File: src/rtl/alu_op_sequencer.sv
// Command FIFO and operand driver for escal_ALU: queues commands, holds operands on the ALU
// for SETTLE cycles, then captures result, flags and tag into a valid/ready response port.
module alu_op_sequencer #(
    parameter int unsigned DATA_W = 32,
    parameter int unsigned DEPTH  = 4,
    parameter int unsigned SETTLE = 1,
    parameter int unsigned TAG_W  = 4
) (
    input  logic                       clk,
    input  logic                       rst,
    input  logic                       cmd_valid,
    output logic                       cmd_ready,
    input  logic [2:0]                 cmd_op,
    input  logic                       cmd_cin,
    input  logic [DATA_W-1:0]          cmd_a,
    input  logic [DATA_W-1:0]          cmd_b,
    input  logic [TAG_W-1:0]           cmd_tag,
    output logic                       alu_cin,
    output logic [2:0]                 alu_op,
    output logic [DATA_W-1:0]          alu_a,
    output logic [DATA_W-1:0]          alu_b,
    input  logic [DATA_W-1:0]          alu_result,
    input  logic [6:0]                 alu_flags,
    output logic                       rsp_valid,
    input  logic                       rsp_ready,
    output logic [DATA_W-1:0]          rsp_result,
    output logic [6:0]                 rsp_flags,
    output logic [TAG_W-1:0]           rsp_tag,
    output logic [$clog2(DEPTH+1)-1:0] count,
    output logic                       busy
);

    localparam int unsigned PTR_W = $clog2(DEPTH);
    localparam int unsigned CNT_W = $clog2(DEPTH + 1);
    localparam int unsigned SET_W = (SETTLE > 1) ? $clog2(SETTLE) : 1;
    localparam int unsigned ENT_W = 4 + 2 * DATA_W + TAG_W;

    typedef enum logic [1:0] {StIdle, StDrive, StResp} state_e;

    logic [ENT_W-1:0]  mem_q [DEPTH];
    logic [ENT_W-1:0]  mem_d [DEPTH];
    logic [PTR_W-1:0]  wptr_q, wptr_d, rptr_q, rptr_d;
    logic [CNT_W-1:0]  count_q, count_d;
    state_e            state_q, state_d;
    logic [SET_W-1:0]  set_cnt_q, set_cnt_d;
    logic [2:0]        op_q, op_d;
    logic              cin_q, cin_d;
    logic [DATA_W-1:0] a_q, a_d, b_q, b_d;
    logic [TAG_W-1:0]  tag_q, tag_d;
    logic              rsp_valid_q, rsp_valid_d;
    logic [DATA_W-1:0] rsp_result_q, rsp_result_d;
    logic [6:0]        rsp_flags_q, rsp_flags_d;
    logic [TAG_W-1:0]  rsp_tag_q, rsp_tag_d;
    logic              push, pop;

    logic [2:0]        head_op;
    logic              head_cin;
    logic [DATA_W-1:0] head_a, head_b;
    logic [TAG_W-1:0]  head_tag;

    assign {head_op, head_cin, head_a, head_b, head_tag} = mem_q[rptr_q];
    assign cmd_ready = (count_q < CNT_W'(DEPTH));
    assign push      = cmd_valid && cmd_ready;

    always_comb begin
        mem_d = mem_q;
        if (push) begin
            mem_d[wptr_q] = {cmd_op, cmd_cin, cmd_a, cmd_b, cmd_tag};
        end
        state_d      = state_q;
        set_cnt_d    = set_cnt_q;
        op_d         = op_q;
        cin_d        = cin_q;
        a_d          = a_q;
        b_d          = b_q;
        tag_d        = tag_q;
        rsp_valid_d  = rsp_valid_q;
        rsp_result_d = rsp_result_q;
        rsp_flags_d  = rsp_flags_q;
        rsp_tag_d    = rsp_tag_q;
        rptr_d       = rptr_q;
        wptr_d       = wptr_q;
        pop          = 1'b0;

        unique case (state_q)
            StIdle: begin
                if (count_q != '0) begin
                    pop     = 1'b1;
                    state_d = StDrive;
                end
            end
            StDrive: begin
                if (set_cnt_q == SET_W'(SETTLE - 1)) begin
                    rsp_result_d = alu_result;
                    rsp_flags_d  = alu_flags;
                    rsp_tag_d    = tag_q;
                    rsp_valid_d  = 1'b1;
                    state_d      = StResp;
                end else begin
                    set_cnt_d = set_cnt_q + SET_W'(1);
                end
            end
            StResp: begin
                if (rsp_ready) begin
                    rsp_valid_d = 1'b0;
                    if (count_q != '0) begin
                        pop     = 1'b1;
                        state_d = StDrive;
                    end else begin
                        state_d = StIdle;
                    end
                end
            end
            default: state_d = StIdle;
        endcase

        // Operand registers only change on a pop, so the ALU inputs never glitch between commands.
        if (pop) begin
            op_d      = head_op;
            cin_d     = head_cin;
            a_d       = head_a;
            b_d       = head_b;
            tag_d     = head_tag;
            set_cnt_d = '0;
            rptr_d    = rptr_q + PTR_W'(1);
        end
        if (push) begin
            wptr_d = wptr_q + PTR_W'(1);
        end
        count_d = count_q + CNT_W'(push) - CNT_W'(pop);
    end

    always_ff @(posedge clk) begin
        mem_q <= mem_d;
    end

    always_ff @(posedge clk) begin
        if (rst) begin
            state_q      <= StIdle;
            set_cnt_q    <= '0;
            wptr_q       <= '0;
            rptr_q       <= '0;
            count_q      <= '0;
            op_q         <= '0;
            cin_q        <= 1'b0;
            a_q          <= '0;
            b_q          <= '0;
            tag_q        <= '0;
            rsp_valid_q  <= 1'b0;
            rsp_result_q <= '0;
            rsp_flags_q  <= '0;
            rsp_tag_q    <= '0;
        end else begin
            state_q      <= state_d;
            set_cnt_q    <= set_cnt_d;
            wptr_q       <= wptr_d;
            rptr_q       <= rptr_d;
            count_q      <= count_d;
            op_q         <= op_d;
            cin_q        <= cin_d;
            a_q          <= a_d;
            b_q          <= b_d;
            tag_q        <= tag_d;
            rsp_valid_q  <= rsp_valid_d;
            rsp_result_q <= rsp_result_d;
            rsp_flags_q  <= rsp_flags_d;
            rsp_tag_q    <= rsp_tag_d;
        end
    end

    assign alu_op     = op_q;
    assign alu_cin    = cin_q;
    assign alu_a      = a_q;
    assign alu_b      = b_q;
    assign rsp_valid  = rsp_valid_q;
    assign rsp_result = rsp_result_q;
    assign rsp_flags  = rsp_flags_q;
    assign rsp_tag    = rsp_tag_q;
    assign count      = count_q;
    assign busy       = (state_q != StIdle) || (count_q != '0);

endmodule

File: config.mk
export PLATFORM = sky130hd
export DESIGN_NAME = alu_op_sequencer
export DESIGN_NICKNAME = d
export VERILOG_FILES = /design/src/rtl/alu_op_sequencer.sv
export SDC_FILE = /design/constraint.sdc
export NUM_CORES = 1
export LEC_CHECK = 0
export ABC_AREA = 1
export CAP_MARGIN = 20
export CORE_MARGIN = 1.5
export CORE_UTILIZATION = 50
export CTS_BUF_LIST = sky130_fd_sc_hd__clkbuf_2 sky130_fd_sc_hd__clkbuf_4 sky130_fd_sc_hd__clkbuf_8
export DETAILED_ROUTE_END_ITERATION = 10
export GPL_TIMING_DRIVEN = 0
export PLACE_DENSITY_LB_ADDON = 0.15
export SLEW_MARGIN = 20
export SYNTH_ARGS = -nofsm -noshare
export SYNTH_HDL_FRONTEND = slang
export SYNTH_SLANG_ARGS = --single-unit
export TNS_END_PERCENT = 10
File: constraint.sdc
create_clock -name clk -period 5.78 [get_ports clk]
set_input_delay 1.156 -clock clk [delete_from_list [all_inputs] [get_ports clk]]
set_output_delay 1.156 -clock clk [all_outputs]
set_load 0.005 [all_outputs]
==> summary.json, run 1 <==
{
  "post_synthesis_net_count": 1958,
  "ys_ff_latch": 413,
  "htreeDepth": 3,
  "synth.most_common_cell": "sky130_fd_sc_hd__nand2_1",
  "groute.usage.overall": 0.236,
  "crit-reg2reg-launch": "count[2]$_SDFF_PP0_",
  "synth_simple_gate_area_frac": 0.210,
  "crit_path_start_kind": "register",
  "grt_antenna_before_repair": 6,
  "synth_xor_area_frac": 0.000517,
  "fmax_ghz": 0.347,
  "slowest_delay_ps": 510,
  "dpl_wire_length_mm": 27.2,
  "syn_avg_cell_area_sq_um": 9.23,
  "timing.critical_path.from": "count[1]$_SDFF_PP0_",
  "hold_slack_ps": 466,
  "synth_compound_area_frac": 0.0167,
  "critical-path-slowest-cell": "sky130_fd_sc_hd__clkdlybuf4s50_1",
  "reg2reg_setup_slack_ps": 3480,
  "drt_wl_total_mm": 40.8,
  "swShare": 0.351,
  "post-route-period-util": 0.499,
  "path_cells": "nor2_1 > nand4_1 > clkdlybuf4s50_1",
  "slew_headroom": 0.495,
  "synth_top_family_by_area": "simple AND/OR/NAND/NOR gates",
  "hold_buffers": 0,
  "synth_largest_type_area_fraction": 0.510,
  "yosysWarningCount": 0,
  "report.final.setup_viol": 0,
  "grt_setup_unrepaired": "no",
  "timing.hold.worst.start": "state_q[0]$_SDFFE_PP0P_",
  "netlist_top_cells_count": "sky130_fd_sc_hd__nand2_1 (515), sky130_fd_sc_hd__inv_1 (375), sky130_fd_sc_hd__edfxtp_1 (288), sky130_fd_sc_hd__nor2_1 (234), sky130_fd_sc_hd__nand3_1 (146)",
  "number_of_standard_cell_rows_in_the_floorplan": 67,
  "cts_setup_buffers": 0,
  "max_cap_violations": 0,
  "critPathMaxFanout": 4,
  "max-vdd-ir-drop_uv": 223,
  "p_leak_nw": 9.74,
  "detail_route.drc_violations": 0,
  "synth.distinct_cells": 21,
  "drv_slew": 0,
  "clkSinkCount": 413,
  "layout.area.seq_sq_mm": 0.0112,
  "power.net_switching_mw": 3.62,
  "detail_route.wl_per_cell_microns": 15.3,
  "synthesis.area_sq_mm": 0.0169,
  "power_per_cell_area_mw_per_mm2": 476,
  "worst_setup_path_end_kind": "output pin",
  "power.share.combinational": 0.367,
  "detailedRoute.firstPassIterationCount": 4,
  "final.fill_count": 2694,
  "fin_cells": 2660,
  "outcome": "complete, no violations",
  "grt_first_pass_wirelength_mm": 64.0,
  "post-place-cells": 2529,
  "adder_cell_share_of_the_synthesized_area": 0.00561,
  "tightestPinTransition_ps": 756,
  "skew_ps": 33.6,
  "power_frac_clock": 0.251,
  "hold_depth": 1,
  "place.port_buffers": 231,
  "seqPwrFrac": 0.382,
  "gr-total-overflow": 0,
  "initial_cell_density_of_the_core": 0.507,
  "largest_cells_by_area_after_synthesis": "sky130_fd_sc_hd__edfxtp_1 (51%), sky130_fd_sc_hd__dfxtp_1 (15%), sky130_fd_sc_hd__nand2_1 (11%)",
  "cellInternalPower_mw": 6.68,
  "hold_path_class": "register to register",
  "floorplan.die_area_sq_mm": 0.0350,
  "synth_enable_flop_cells": 288,
  "post-layout-total-power_mw": 10.3,
  "tritoncts": "yes",
  "die_x_extent_microns": 187,
  "vias_per_cell": 4.69,
  "clk_root_buffer_cell": "sky130_fd_sc_hd__clkbuf_8",
  "synth_mux_area_frac": 0,
  "postSynth.asyncResetShare": 0,
  "fp.coreArea_sq_mm": 0.0334,
  "multiInputGateArea_sq_mm": 0.00397,
  "clockBufferDepth": 3,
  "cts_clk_pin_slew_worst_paths_ps": 60,
  "drive_above_1_share": 0.0838,
  "vias": 12500,
  "syn_inst": 1836,
  "timing_worst_setup_path_type": "register to output pin",
  "vias_in_the_first_global_route": 12200,
  "rr_worst_depth": 6,
  "cts-buffers-inserted": 69,
  "area_delta_synth_final_pct": 27.6,
  "finalWeightedCongestion": 0.910,
  "reg_to_reg_end": "mem_q[221]$_DFFE_PP_",
  "cp.arrival_ps": 1730,
  "die_height_microns": 187,
  "holdPathEnd": "state_q[1]$_SDFFE_PP0P_",
  "synth-main-ff-cell": "sky130_fd_sc_hd__edfxtp_1",
  "ioPinCount": 232,
  "clock_latency_ps": 600,
  "fin_nets": 2274,
  "sequential_cell_area_fraction_in_the_yosys_report": 0.658,
  "hold_viol": 0,
  "ant_nets": 0,
  "post_cts_resized": 0,
  "critical_path_required_ps": 4620,
  "drt_first_iter_violations": 827,
  "synth.largest_area_cell": "sky130_fd_sc_hd__edfxtp_1",
  "period_minus_slack_ps": 2890,
  "pin_count_of_the_biggest_net_entering_global_routing": 22
}
==> state kept, by name, summed over array words and instances (netlist names), 4 cells and up <==
name,cells
mem_q,288
alu_a,32
alu_b,32
rsp_result,32
rsp_flags,7
rsp_tag,4
tag_q,4
==> cells by family after synthesis <==
family          after synthesis
simple gates                897
compound gates               56
xor+xnor                      1
flops                       413
fa+ha+maj                     7
buf+inv                     462
==> layout make-up <==
class	instances	share of cell area
antenna	4	0.000463
buffer	84	0.0201
clock buffer	108	0.0612
clock inverter	19	0.00446
inverter	378	0.0656
multi-input combinational	961	0.184
sequential	413	0.516
tap	448	0.0259
timing repair buffer	245	0.123
==> cell usage in the layout, fill, tap and decap left out, drive strengths merged <==
cell type / synthesis / routed
buf: 50 / 64
inv: 378 / 379
fa: 1 / 1
o21ai: 47 / 47
clkinv: 0 / 14
clkdlybuf4s50: 0 / 231
nor2: 234 / 234
diode: 0 / 4
clkbuf: 34 / 142
clkinvlp: 0 / 4
nand4: 1 / 1
a211oi: 1 / 1
dfxtp: 125 / 125
edfxtp: 288 / 288
xnor2: 1 / 1
and2: 1 / 1
nand2: 515 / 515
a21oi: 8 / 8
nand3: 146 / 146
ha: 6 / 6
==> layer usage <==
metal | routed length [microns] | up-vias | track usage
li1 | - | 6276 | -
met1 | 17600 | 5713 | 0.296
met2 | 19600 | 416 | 0.403
met3 | 2770 | 62 | 0.0537
met4 | 839 | 4 | 0.0782
met5 | 23 | - | 0
==> worst max path at each step <==
stage	to	slack, ps	depth (start not counted)
3_3_place_gp	mem_q[171]$_DFFE_PP_	-2400	3
4_1_cts	busy	2850	3
6_report	busy	2890	3
2_1_floorplan	mem_q[0]$_DFFE_PP_	940	2
3_5_place_dp	mem_q[171]$_DFFE_PP_	2340	5
5_1_grt	busy	2800	3
==> critical path, delay by kind of cell (launching register included) <==
family                 cells  cell delay, ps
buffers and inverters      1             510
and+or+nand+nor            2             180
DFF                        1             440
==> power groups by stage <==
| stage | clock, mW | sequential (mW) | combinational (mW) |
|---|---|---|---|
| 6_report | 2.59 | 3.93 | 3.78 |
| 5_1_grt | 2.78 | 3.98 | 4.24 |
| 4_1_cts | 2.65 | 3.93 | 3.81 |
| 3_5_place_dp | 0 | 3.99 | 3.79 |
| 3_3_place_gp | 0 | 4.02 | 3.64 |
| 2_1_floorplan | 0 | 3.99 | 2.15 |
==> per-stage QoR <==
stage                     instance area, sq um  setup WS [ps]  setup TNS, ps   util
final                                    21600           2890              0  0.646
after global routing                     21600           2800              0  0.646
after CTS                                21600           2850              0  0.646
after detailed placement                 20200           2340              0  0.604
after global placement                   19800          -2400        -647330  0.592
after floorplan                          16900            940              0      -
No activity file was read; power rests on OpenSTA's default activity.
==> inputs of run 2 (changes only) <==
==> constraint.sdc (replaced) <==
create_clock -name clk -period 2.7 [get_ports clk]
set_input_delay 0.54 -clock clk [delete_from_list [all_inputs] [get_ports clk]]
set_output_delay 0.54 -clock clk [all_outputs]
set_load 0.005 [all_outputs]
==> run 2 against run 1 <==
- register-to-register slack lost 3100 ps
- worst hold slack gained 2.3 ps
- sequential share of layout area hardly changed
- largest power group unchanged
- global-route usage hardly changed
- count of clock-buffer cells in the layout decreased by 4
- critical endpoint is now mem_q[5]$_DFFE_PP_
- clock power grew 120%
- combinational power is 110% higher
- design area hardly changed
- via count is 0.47% higher
- power grew 110%
==> summary.json, run 2 (synthesis gave the netlist of run 1 again) <==
{
  "layout_common_cells": {"value": "sky130_fd_sc_hd__nand2_1 (515), sky130_fd_sc_hd__inv_1 (375), sky130_fd_sc_hd__edfxtp_1 (288)", "change": "unchanged"},
  "cts-buffers-inserted": {"value": 68, "change": "was 69"},
  "detail_route.drc_violations": {"value": 0, "change": "unchanged"},
  "grt_first_pass_wirelength": {"value": 64.1, "unit": "mm", "change": "was 64.0 mm"},
  "tritoncts": {"value": "yes", "change": "unchanged"},
  "fin_nets": {"value": 2274, "change": "unchanged"},
  "power.net_switching": {"value": 7.73, "unit": "mW", "change": "was 3.62 mW"},
  "groute.usage.overall": {"value": 0.235, "change": "was 0.236"},
  "power.share.combinational": {"value": 0.367, "change": "about the same"},
  "grt_antenna_before_repair": {"value": 4, "change": "was 6"},
  "critical_path_required": {"value": 2970, "unit": "ps", "change": "was 4620 ps"},
  "die_x_extent": {"value": 187, "unit": "microns", "change": "unchanged"},
  "most_common_cell_after_layout_fill_and_taps_aside": {"value": "sky130_fd_sc_hd__nand2_1", "change": "unchanged"},
  "met1_length": {"value": 17.4, "unit": "mm", "change": "was 17.6 mm"},
  "clock_latency": {"value": 580, "unit": "ps", "change": "was 600 ps"},
  "finalWeightedCongestion": {"value": 0.899, "change": "was 0.910"},
  "cts_clk_pin_slew_worst_paths": {"value": 60, "unit": "ps", "change": "about the same"},
  "top_layer_used": {"value": "met5", "change": "unchanged"},
  "vias": {"value": 12500, "change": "about the same"},
  "fin_tns_setup": {"value": 0, "unit": "ps", "change": "unchanged"},
  "path_depth": {"value": 7, "change": "was 3"},
  "multiInputGateArea": {"value": 0.00397, "unit": "sq mm", "change": "unchanged"},
  "place.port_buffers": {"value": 231, "change": "unchanged"},
  "timing.critical_path.from": {"value": "count[2]$_SDFF_PP0_", "change": "was count[1]$_SDFF_PP0_"},
  "dpl_wire_length": {"value": 27.4, "unit": "mm", "change": "was 27.2 mm"},
  "hold_viol": {"value": 0, "change": "unchanged"},
  "hold_buffers": {"value": 0, "change": "unchanged"},
  "tightestPinTransition": {"value": 710, "unit": "ps", "change": "was 756 ps"},
  "post_cts_resized": {"value": 0, "change": "unchanged"},
  "die_height": {"value": 187, "unit": "microns", "change": "unchanged"},
  "hold_path_class": {"value": "register to register", "change": "unchanged"},
  "hold_slack": {"value": 468, "unit": "ps", "change": "was 466 ps"},
  "crit_buf_inv": {"value": 5, "change": "was 1"},
  "post-route-worst-setup-slack": {"value": 401, "unit": "ps", "change": "was 2890 ps"},
  "detail_route.wl_per_cell": {"value": 15.5, "unit": "microns", "change": "was 15.3 microns"},
  "final.fill_count": {"value": 2652, "change": "was 2694"},
  "critPathMaxFanout": {"value": 14, "change": "was 4"},
  "power_frac_clock": {"value": 0.253, "change": "was 0.251"},
  "pin_count_of_the_biggest_net_entering_global_routing": {"value": 23, "change": "was 22"},
  "slowest_delay": {"value": 470, "unit": "ps", "change": "was 510 ps"},
  "slew_headroom": {"value": 0.526, "change": "was 0.495"},
  "number_of_standard_cell_rows_in_the_floorplan": {"value": 67, "change": "unchanged"},
  "power_per_cell_area": {"value": 1020, "unit": "mW/mm^2", "change": "was 476 mW/mm^2"},
  "period_minus_slack_ps": 2300,
  "worst_setup_path_end_kind": {"value": "register", "change": "was output pin"},
  "clk_root_buffer_cell": {"value": "sky130_fd_sc_hd__clkbuf_8", "change": "unchanged"},
  "final_design_area_no_fill": {"value": 0.0216, "unit": "sq mm", "change": "about the same"},
  "worst_path_dominant_cell_family": {"value": "buffers and inverters", "change": "unchanged"},
  "routed-wl-met3": {"value": 2.93, "unit": "mm", "change": "was 2.77 mm"},
  "drt_first_iter_violations": {"value": 762, "change": "was 827"},
  "drt_wl_total": {"value": 41.1, "unit": "mm", "change": "was 40.8 mm"},
  "drv_slew": {"value": 0, "change": "unchanged"},
  "gr-total-overflow": {"value": 0, "change": "unchanged"},
  "path_cells": {"value": "inv_1 > nand2_1 > nor2_4 > buf_8 > buf_16 > buf_16 > buf_8", "change": "was nor2_1 > nand4_1 > clkdlybuf4s50_1"},
  "htreeDepth": {"value": 3, "change": "unchanged"},
  "clockBufferDepth": {"value": 3, "change": "unchanged"},
  "area_delta_synth_final": {"value": 27.6, "unit": "%", "change": "about the same"},
  "rr_worst_depth": {"value": 7, "change": "was 6"},
  "post-route-period-util": 0.851,
  "max_cap_violations": {"value": 0, "change": "unchanged"},
  "critical_path.endpoint": {"value": "mem_q[5]$_DFFE_PP_", "change": "was busy"},
  "reg_to_reg_end": {"value": "mem_q[5]$_DFFE_PP_", "change": "was mem_q[221]$_DFFE_PP_"},
  "reg2reg_setup_slack": {"value": 400, "unit": "ps", "change": "was 3480 ps"},
  "vias_per_cell": {"value": 4.72, "change": "was 4.69"},
  "initial_cell_density_of_the_core": {"value": 0.507, "change": "unchanged"},
  "critical-path-slowest-cell": {"value": "sky130_fd_sc_hd__nor2_4", "change": "was sky130_fd_sc_hd__clkdlybuf4s50_1"},
  "layout.area.seq": {"value": 0.0112, "unit": "sq mm", "change": "unchanged"},
  "ant_nets": {"value": 0, "change": "unchanged"},
  "skew": {"value": 25.0, "unit": "ps", "change": "was 33.6 ps"},
  "cp.arrival": {"value": 2570, "unit": "ps", "change": "was 1730 ps"},
  "p_leak": {"value": 9.76, "unit": "nW", "change": "was 9.74 nW"},
  "regMostFlops": {"value": "mem_q", "change": "unchanged"},
  "timing_worst_setup_path_type": {"value": "register to register", "change": "was register to output pin"},
  "drive_above_1_share": {"value": 0.0848, "change": "was 0.0838"},
  "floorplan.die_area": {"value": 0.0350, "unit": "sq mm", "change": "unchanged"},
  "swShare": {"value": 0.350, "change": "was 0.351"},
  "fmax_ghz": 0.435,
  "crit-reg2reg-launch": {"value": "count[2]$_SDFF_PP0_", "change": "unchanged"},
  "detailedRoute.firstPassIterationCount": {"value": 5, "change": "was 4"},
  "vias_in_the_first_global_route": {"value": 12300, "change": "was 12200"},
  "crit_path_start_kind": {"value": "register", "change": "unchanged"},
  "place_worst_setup_slack": {"value": -159, "unit": "ps", "change": "was 2340 ps"},
  "seqPwrFrac": {"value": 0.380, "change": "was 0.382"},
  "clkSinkCount": {"value": 413, "change": "unchanged"},
  "outcome": {"value": "complete, no violations", "change": "unchanged"},
  "met2RoutedLength": {"value": 19.9, "unit": "mm", "change": "was 19.6 mm"},
  "grt_setup_unrepaired": {"value": "no", "change": "unchanged"},
  "report.final.setup_viol": {"value": 0, "change": "unchanged"},
  "max-vdd-ir-drop": {"value": 481, "unit": "uV", "change": "was 223 uV"},
  "cellInternalPower": {"value": 14.3, "unit": "mW", "change": "was 6.68 mW"},
  "cts_setup_buffers": {"value": 0, "change": "unchanged"},
  "fp.coreArea": {"value": 0.0334, "unit": "sq mm", "change": "unchanged"},
  "ioPinCount": {"value": 232, "change": "unchanged"},
  "largest_register_ff_count": {"value": 288, "change": "unchanged"},
  "dpl-instance-area": {"value": 0.0202, "unit": "sq mm", "change": "about the same"}
}
## run 2: cell count changes in the layout (fill, tap and decap cells not counted), sizes merged
cell      delta
buf          +1
bufinv       +2
clkbuf       -4
clkinv       +1
clkinvlp     -2
diode        -2
inv          -1
## run 2: worst min path at each step
| stage | depth (start not counted) | slack (ps) | to | startpoint |
|---|---|---|---|---|
| 2_1_floorplan | 2 | 430 | rsp_tag[0]$_SDFFE_PP0P_ | tag_q[0]$_SDFFE_PP0P_ |
| 3_5_place_dp | 1 | 460 | state_q[1]$_SDFFE_PP0P_ | state_q[1]$_SDFFE_PP0P_ |
| 3_3_place_gp | 1 | 460 | state_q[1]$_SDFFE_PP0P_ | state_q[0]$_SDFFE_PP0P_ |
| 6_report | 1 | 470 | state_q[1]$_SDFFE_PP0P_ | state_q[1]$_SDFFE_PP0P_ |
| 4_1_cts | 1 | 470 | state_q[1]$_SDFFE_PP0P_ | state_q[0]$_SDFFE_PP0P_ |
| 5_1_grt | 1 | 490 | state_q[1]$_SDFFE_PP0P_ | state_q[1]$_SDFFE_PP0P_ |
## run 2: power groups by stage
stage,Combinational (mW),Sequential (mW),Clock (mW)
floorplan,4.61,8.52,0
global placement,7.84,8.55,0
global route,9.08,8.50,6.00
detailed placement,8.11,8.53,0
finish,8.10,8.40,5.58
CTS,8.16,8.40,5.71
## run 2: per-layer routing
| metal | vias up | GRT usage |
|---|---|---|
| li1 | 6266 | - |
| met1 | 5738 | 0.292 |
| met2 | 443 | 0.404 |
| met3 | 78 | 0.0565 |
| met4 | 4 | 0.0782 |
| met5 | - | 0 |
## run 2: per-stage QoR
stage / power (mW) / std cells / util
floorplan: 13.1 / 1836 / -
global placement: 16.4 / 2515 / 0.593
detailed placement: 16.6 / 2530 / 0.604
CTS: 22.3 / 2653 / 0.646
global route: 23.6 / 2653 / 0.646
finish: 22.1 / 2655 / 0.646
## run 2: worst reg2reg max path, delay by kind of cell (launching register included)
family | cells | cell delay [ps]
buf+inv | 5 | 860
flops | 1 | 330
simple gates | 2 | 790
## run 2: area by class of cell
type                       count  area share
sequential                   413       0.516
multi-input combinational    961       0.184
tap                          448      0.0259
antenna                        2    0.000232
timing repair buffer         246       0.123
inverter                     378      0.0656
buffer                        84      0.0201
clock buffer                 104      0.0587
clock inverter                19     0.00666
